### config.mk
export PLATFORM = sky130hd
export DESIGN_NAME = servo_decoder
export DESIGN_NICKNAME = d
export VERILOG_FILES = /design/src/rtl/servo_decoder.sv
export SDC_FILE = /design/constraint.sdc
export NUM_CORES = 1
export LEC_CHECK = 0
export CAP_MARGIN = 20
export CORE_ASPECT_RATIO = 0.75
export CORE_MARGIN = 2
export CORE_UTILIZATION = 38
export DETAILED_ROUTE_END_ITERATION = 8
export DONT_BUFFER_PORTS = 1
export SETUP_SLACK_MARGIN = 0.15
export SYNTH_ARGS = -nofsm -noshare
export SYNTH_HDL_FRONTEND = slang
export SYNTH_SLANG_ARGS = --single-unit
export TNS_END_PERCENT = 100
### constraint.sdc
create_clock -name clk -period 3.3 [get_ports clk]
set_input_delay 0.33 -clock clk [delete_from_list [all_inputs] [get_ports clk]]
set_output_delay 0.33 -clock clk [all_outputs]
set_load 0.05 [all_outputs]
### src/rtl/servo_decoder.sv
`default_nettype none
// ============================================================================
//  Module   : servo_decoder
//  Purpose  : Measures the high time of a servo-style PWM pulse in ticks
//             (1 tick = CLK_DIV clocks) and recovers the 10-bit position.
//             Reports a new-sample strobe, validity, overflow and
//             signal-lost flags.
//  Revision : 1.0  initial release
// ============================================================================
module servo_decoder #(
    parameter int CLK_DIV       = 31,    // clocks per tick, 4..127
    parameter int TIMEOUT_TICKS = 8192   // ticks without a rise before "lost"
) (
    input  logic       clk,
    input  logic       reset,
    input  logic       in,
    output logic [9:0] pos,
    output logic       strobe,
    output logic       valid,
    output logic       overflow,
    output logic       lost
);

    localparam logic [6:0]  c_PRE_MAX  = 7'(CLK_DIV - 1);
    localparam logic [6:0]  c_PRE_HALF = 7'(CLK_DIV / 2);
    localparam logic [13:0] c_TMO      = 14'(TIMEOUT_TICKS);
    localparam logic [13:0] c_TMO_LAST = 14'(TIMEOUT_TICKS - 1);
    localparam logic [9:0]  c_POS_MAX  = 10'h3FF;

    typedef enum logic [1:0] {
        ST_ARM    = 2'd0,
        ST_LOW    = 2'd1,
        ST_HIGH   = 2'd2,
        ST_REPORT = 2'd3
    } state_t;

    state_t      r_state;
    state_t      w_next;
    logic        r_sync1, r_sync2, r_sync_d;
    logic [6:0]  r_pre;
    logic [9:0]  r_width;
    logic        r_ovf;
    logic [9:0]  r_res;
    logic        r_res_ovf;
    logic [6:0]  r_tpre;
    logic [13:0] r_tmo;
    logic [9:0]  r_pos;
    logic        r_strobe, r_valid, r_overflow, r_lost;

    logic        w_rise, w_fall, w_round, w_start, w_capture, w_tick_end, w_timeout;
    logic [10:0] w_sum;
    logic [9:0]  w_result;
    logic        w_result_ovf;

    assign w_rise       = r_sync2 & ~r_sync_d;
    assign w_fall       = ~r_sync2 & r_sync_d;
    // Round to nearest tick: a partial tick of at least half a tick counts.
    assign w_round      = (r_pre >= c_PRE_HALF);
    assign w_sum        = {1'b0, r_width} + {10'd0, w_round};
    assign w_result     = w_sum[10] ? c_POS_MAX : w_sum[9:0];
    assign w_result_ovf = r_ovf | w_sum[10];
    // A rise in REPORT is still honoured so a very short low gap is not lost.
    assign w_start      = w_rise && (r_state == ST_LOW || r_state == ST_REPORT);
    assign w_capture    = (r_state == ST_HIGH) && w_fall && (w_result != 10'd0);
    assign w_tick_end   = (r_tpre == c_PRE_MAX);
    assign w_timeout    = w_tick_end && (r_tmo == c_TMO_LAST);

    // Synchronizer plus edge-detect delay register; no reset so a pulse held
    // high across reset release never looks like a fresh rising edge.
    always_ff @(posedge clk) begin
        r_sync1  <= in;
        r_sync2  <= r_sync1;
        r_sync_d <= r_sync2;
    end

    // State register.
    always_ff @(posedge clk) begin
        if (reset) r_state <= ST_ARM;
        else       r_state <= w_next;
    end

    // Next-state logic; a zero-tick result is a glitch and goes straight to LOW.
    always_comb begin
        w_next = r_state;
        case (r_state)
            ST_ARM:    if (!r_sync2) w_next = ST_LOW;
            ST_LOW:    if (w_rise)   w_next = ST_HIGH;
            ST_HIGH:   if (w_fall)   w_next = (w_result != 10'd0) ? ST_REPORT : ST_LOW;
            ST_REPORT: w_next = w_rise ? ST_HIGH : ST_LOW;
            default:   w_next = ST_ARM;
        endcase
    end

    // Pulse-width measurement in ticks, saturating at 1023 with overflow flag.
    always_ff @(posedge clk) begin
        if (reset) begin
            r_pre     <= '0;
            r_width   <= '0;
            r_ovf     <= 1'b0;
            r_res     <= '0;
            r_res_ovf <= 1'b0;
        end else begin
            if (w_start) begin
                r_pre   <= '0;
                r_width <= '0;
                r_ovf   <= 1'b0;
            end else if (r_state == ST_HIGH && !w_fall) begin
                if (r_pre == c_PRE_MAX) begin
                    r_pre <= '0;
                    if (r_width == c_POS_MAX) r_ovf <= 1'b1;
                    else                      r_width <= r_width + 10'd1;
                end else begin
                    r_pre <= r_pre + 7'd1;
                end
            end
            if (w_capture) begin
                r_res     <= w_result;
                r_res_ovf <= w_result_ovf;
            end
        end
    end

    // Ticks since the last rising edge; saturates at the timeout value.
    always_ff @(posedge clk) begin
        if (reset || w_rise) begin
            r_tpre <= '0;
            r_tmo  <= '0;
        end else if (w_tick_end) begin
            r_tpre <= '0;
            if (r_tmo != c_TMO) r_tmo <= r_tmo + 14'd1;
        end else begin
            r_tpre <= r_tpre + 7'd1;
        end
    end

    // Output registers; a measurement in flight takes priority over a timeout.
    always_ff @(posedge clk) begin
        if (reset) begin
            r_pos      <= '0;
            r_strobe   <= 1'b0;
            r_valid    <= 1'b0;
            r_overflow <= 1'b0;
            r_lost     <= 1'b0;
        end else begin
            r_strobe <= 1'b0;
            if (r_state == ST_REPORT) begin
                r_pos      <= r_res;
                r_overflow <= r_res_ovf;
                r_strobe   <= 1'b1;
                r_valid    <= ~r_res_ovf;
                r_lost     <= 1'b0;
            end else if (w_timeout && !w_capture) begin
                r_lost  <= 1'b1;
                r_valid <= 1'b0;
            end
        end
    end

    assign pos      = r_pos;
    assign strobe   = r_strobe;
    assign valid    = r_valid;
    assign overflow = r_overflow;
    assign lost     = r_lost;

endmodule
`default_nettype wire
==> flow_summary.json <==
{
  "status": "complete, no violations",
  "rrSetupSlack_ns": 0.44,
  "tightestPinTransition_ns": 0.6026,
  "cts-htree-levels": 3,
  "viasPerCell": 5.141,
  "synthArstFlopShare": 0,
  "ant_nets": 0,
  "antenna_found_initial": 0,
  "synth_seq_cells": 69,
  "cts_hold_buf": 0,
  "start_util": 0.3911,
  "min_to": "r_sync1$_DFF_P_",
  "cp_max_fo": 9,
  "final_cell_mix": "69 x dfxtp_1, 47 x nand2_1, 47 x nor2_1",
  "holdPathStages": 0,
  "grt_util_all_layers": 0.1462,
  "muxShareOfSynthArea": 0.01292,
  "mappedNetlistNets": 392,
  "n_antenna_cell": 0,
  "synthXorXnorAreaFrac": 0.07716,
  "core_area_sq_mm": 0.008418,
  "cts_tree": "done",
  "die_area_sq_mm": 0.009431,
  "r2r_start": "r_pre[0]$_SDFFE_PP0P_",
  "dpl.hpwl_microns": 4471,
  "clock.fmax_mhz": 349.8,
  "drv_cap": 0,
  "ios": 17,
  "p_total_mw": 1.818,
  "drt_first_pass_iters": 4,
  "cp-start-kind": "register",
  "synth-simple-area-share": 0.2877,
  "synthCells": 380,
  "hold_path_class": "primary input to register",
  "num_vias": 2514,
  "cp.required_ns": 3.50,
  "wl_microns": 6319,
  "power.leakage_nw": 1.218,
  "setup_viol": 0,
  "r2r_cells": 10,
  "critical_path_class": "register to register",
  "synth_top_family_by_area": "simple AND/OR/NAND/NOR gates",
  "yosysWarnings": 0,
  "grt_start_max_net_pins": 28,
  "gp_congestion": 0.8135,
  "ir_drop_mv": 0.3455,
  "end_kind": "register",
  "clock_latency_ns": 0.33,
  "gr-total-overflow": 0,
  "grt_pass1_vias": 2432,
  "fin_worst_skew_ns": 0.007703,
  "drt_iter0_markers": 94,
  "synthFlopType": "dfxtp_1",
  "fin_tns_setup_ns": 0,
  "synth_area_per_cell_sq_um": 8.663,
  "synth_compound_area_frac": 0.1178,
  "slew_viol_final": 0,
  "clock-sinks": 69,
  "route.detailed.drc": 0,
  "routedWlPerCell_microns": 12.92,
  "pre_cts_ws_ns": 0.2372,
  "max_slew_margin": 0.5945,
  "die_x_microns": 111.5,
  "cp.arrival_ns": 3.06,
  "final_common_cell": "dfxtp_1",
  "fin_crit_sh": 0.8664,
  "path_clk_slew_ns": 0.06,
  "drive_above_1_share": 0.1102,
  "synth_adder_area_share": 0.03421,
  "cts_max_path_buffers": 2,
  "p_per_area_mw_per_mm2": 500.9,
  "row_count": 29,
  "syn_to_final_growth_pct": 10.26,
  "clockRootBuffer": "clkbuf_16",
  "netlist_area_sq_mm": 0.003292,
  "yosysUniqueCellTypes": 51,
  "final_hold_viol_count": 0,
  "rsz0062_at_grt": "false",
  "nets": 388,
  "worstHoldStart": "in",
  "port_buffers": 0,
  "fp.dieH_microns": 84.61,
  "min_period_ns": 2.859,
  "synth-edff-count": 0,
  "holdWs_ns": 0.02354,
  "cts_buffers": 9,
  "setup_ws_ns": 0.4410,
  "grt_pass1_wl_microns": 11250,
  "ys_seq_area_frac": 0.4196,
  "r2r-end": "r_res[5]$_SDFFE_PP0P_"
}
## synth_stat cells (6+ instances only)
master / n / area [sq um]
xnor2_1: 16 / 140.1
nand4_1: 12 / 75.07
dfxtp_1: 69 / 1381
nor3_1: 8 / 40.04
ha_1: 9 / 112.6
a311oi_1: 6 / 52.55
inv_1: 13 / 48.80
a21oi_1: 31 / 155.2
clkbuf_1: 8 / 30.03
or3_1: 9 / 56.30
nand2_1: 47 / 176.4
nor2_1: 47 / 176.4
nand3_1: 13 / 65.06
o21ai_0: 14 / 70.07
xor2_1: 13 / 113.9
## area by class of cell
class                   instances  area, sq um
well taps                     108        135.1
multi-input cells             281         1755
clock buffers                  12        246.5
clock inverters                 4        47.55
inverters                      13        48.80
flip-flops and latches         69         1381
fillers                       846         4788
repair buffers                  2        15.01
## timing repair
item | CTS | global route
setup buffers | 0 | 1
resized for setup | 0 | 4
endpoints found under the setup margin | 0 | 12
## power by group
part | switching, mW | internal [mW] | total [mW]
Combinational | 0.0171 | 0.00730 | 0.0244
Clock | 0.345 | 0.603 | 0.948
Sequential | 0.00583 | 0.840 | 0.845
Total | 0.368 | 1.45 | 1.82
## layer usage
metal / vias to the layer above / GRT usage / wire, microns
met4: 0 / 0.04040 / 55
met5: - / 0 / 0
met1: 1164 / 0.1907 / 3269
met3: 7 / 0.06498 / 308
met2: 33 / 0.2212 / 2686
li1: 1310 / - / -
## flip-flops by register name, summed over array words and instances, names as in the netlist, 2 cells and up
register	cells
r_width	10
r_tmo	14
pos	10
r_res	10
r_tpre	7
r_state	2
r_pre	7
## how the worst max path moves through the flow
stage                                      from               endpoint  slack (ns)  cells after the start
final                     r_pre[0]$_SDFFE_PP0P_  r_res[5]$_SDFFE_PP0P_        0.44                     10
after global routing      r_pre[0]$_SDFFE_PP0P_  r_res[8]$_SDFFE_PP0P_        0.15                     12
after CTS                 r_pre[0]$_SDFFE_PP0P_  r_res[5]$_SDFFE_PP0P_        0.21                     10
after detailed placement  r_pre[0]$_SDFFE_PP0P_  r_res[5]$_SDFFE_PP0P_        0.24                     10
after global placement    r_pre[0]$_SDFFE_PP0P_  r_res[0]$_SDFFE_PP0P_        0.36                     11
after floorplan           r_pre[0]$_SDFFE_PP0P_  r_res[0]$_SDFFE_PP0P_        0.60                     12
## through the flow
| step | instance area, sq um | std cells | util |
|---|---|---|---|
| after global placement | 3317 | 472 | 0.3940 |
| after CTS | 3611 | 488 | 0.4290 |
| final | 3630 | 489 | 0.4312 |
| after floorplan | 3292 | 380 | - |
| after detailed placement | 3317 | 472 | 0.3940 |
| after global routing | 3630 | 489 | 0.4312 |
## kinds of logic after synthesis
logic type                 Yosys count
and+or+nand+nor                    177
adders and majority gates            9
AOI/OAI and AO/OA                   62
DFF                                 69
muxes                                4
buffers and inverters               30
xor gates and xnor gates            29
## critical path, stage by stage (launching register included)
cell	delay, ns
dfxtp_1	0.40
ha_1	0.22
a21oi_1	0.05
o21ai_1	0.16
ha_1	0.21
nand3_2	0.17
nor3_1	0.27
mux2_2	0.41
or4_4	0.61
a21oi_1	0.15
a311oi_1	0.07
(Power assumes the default switching activity.)
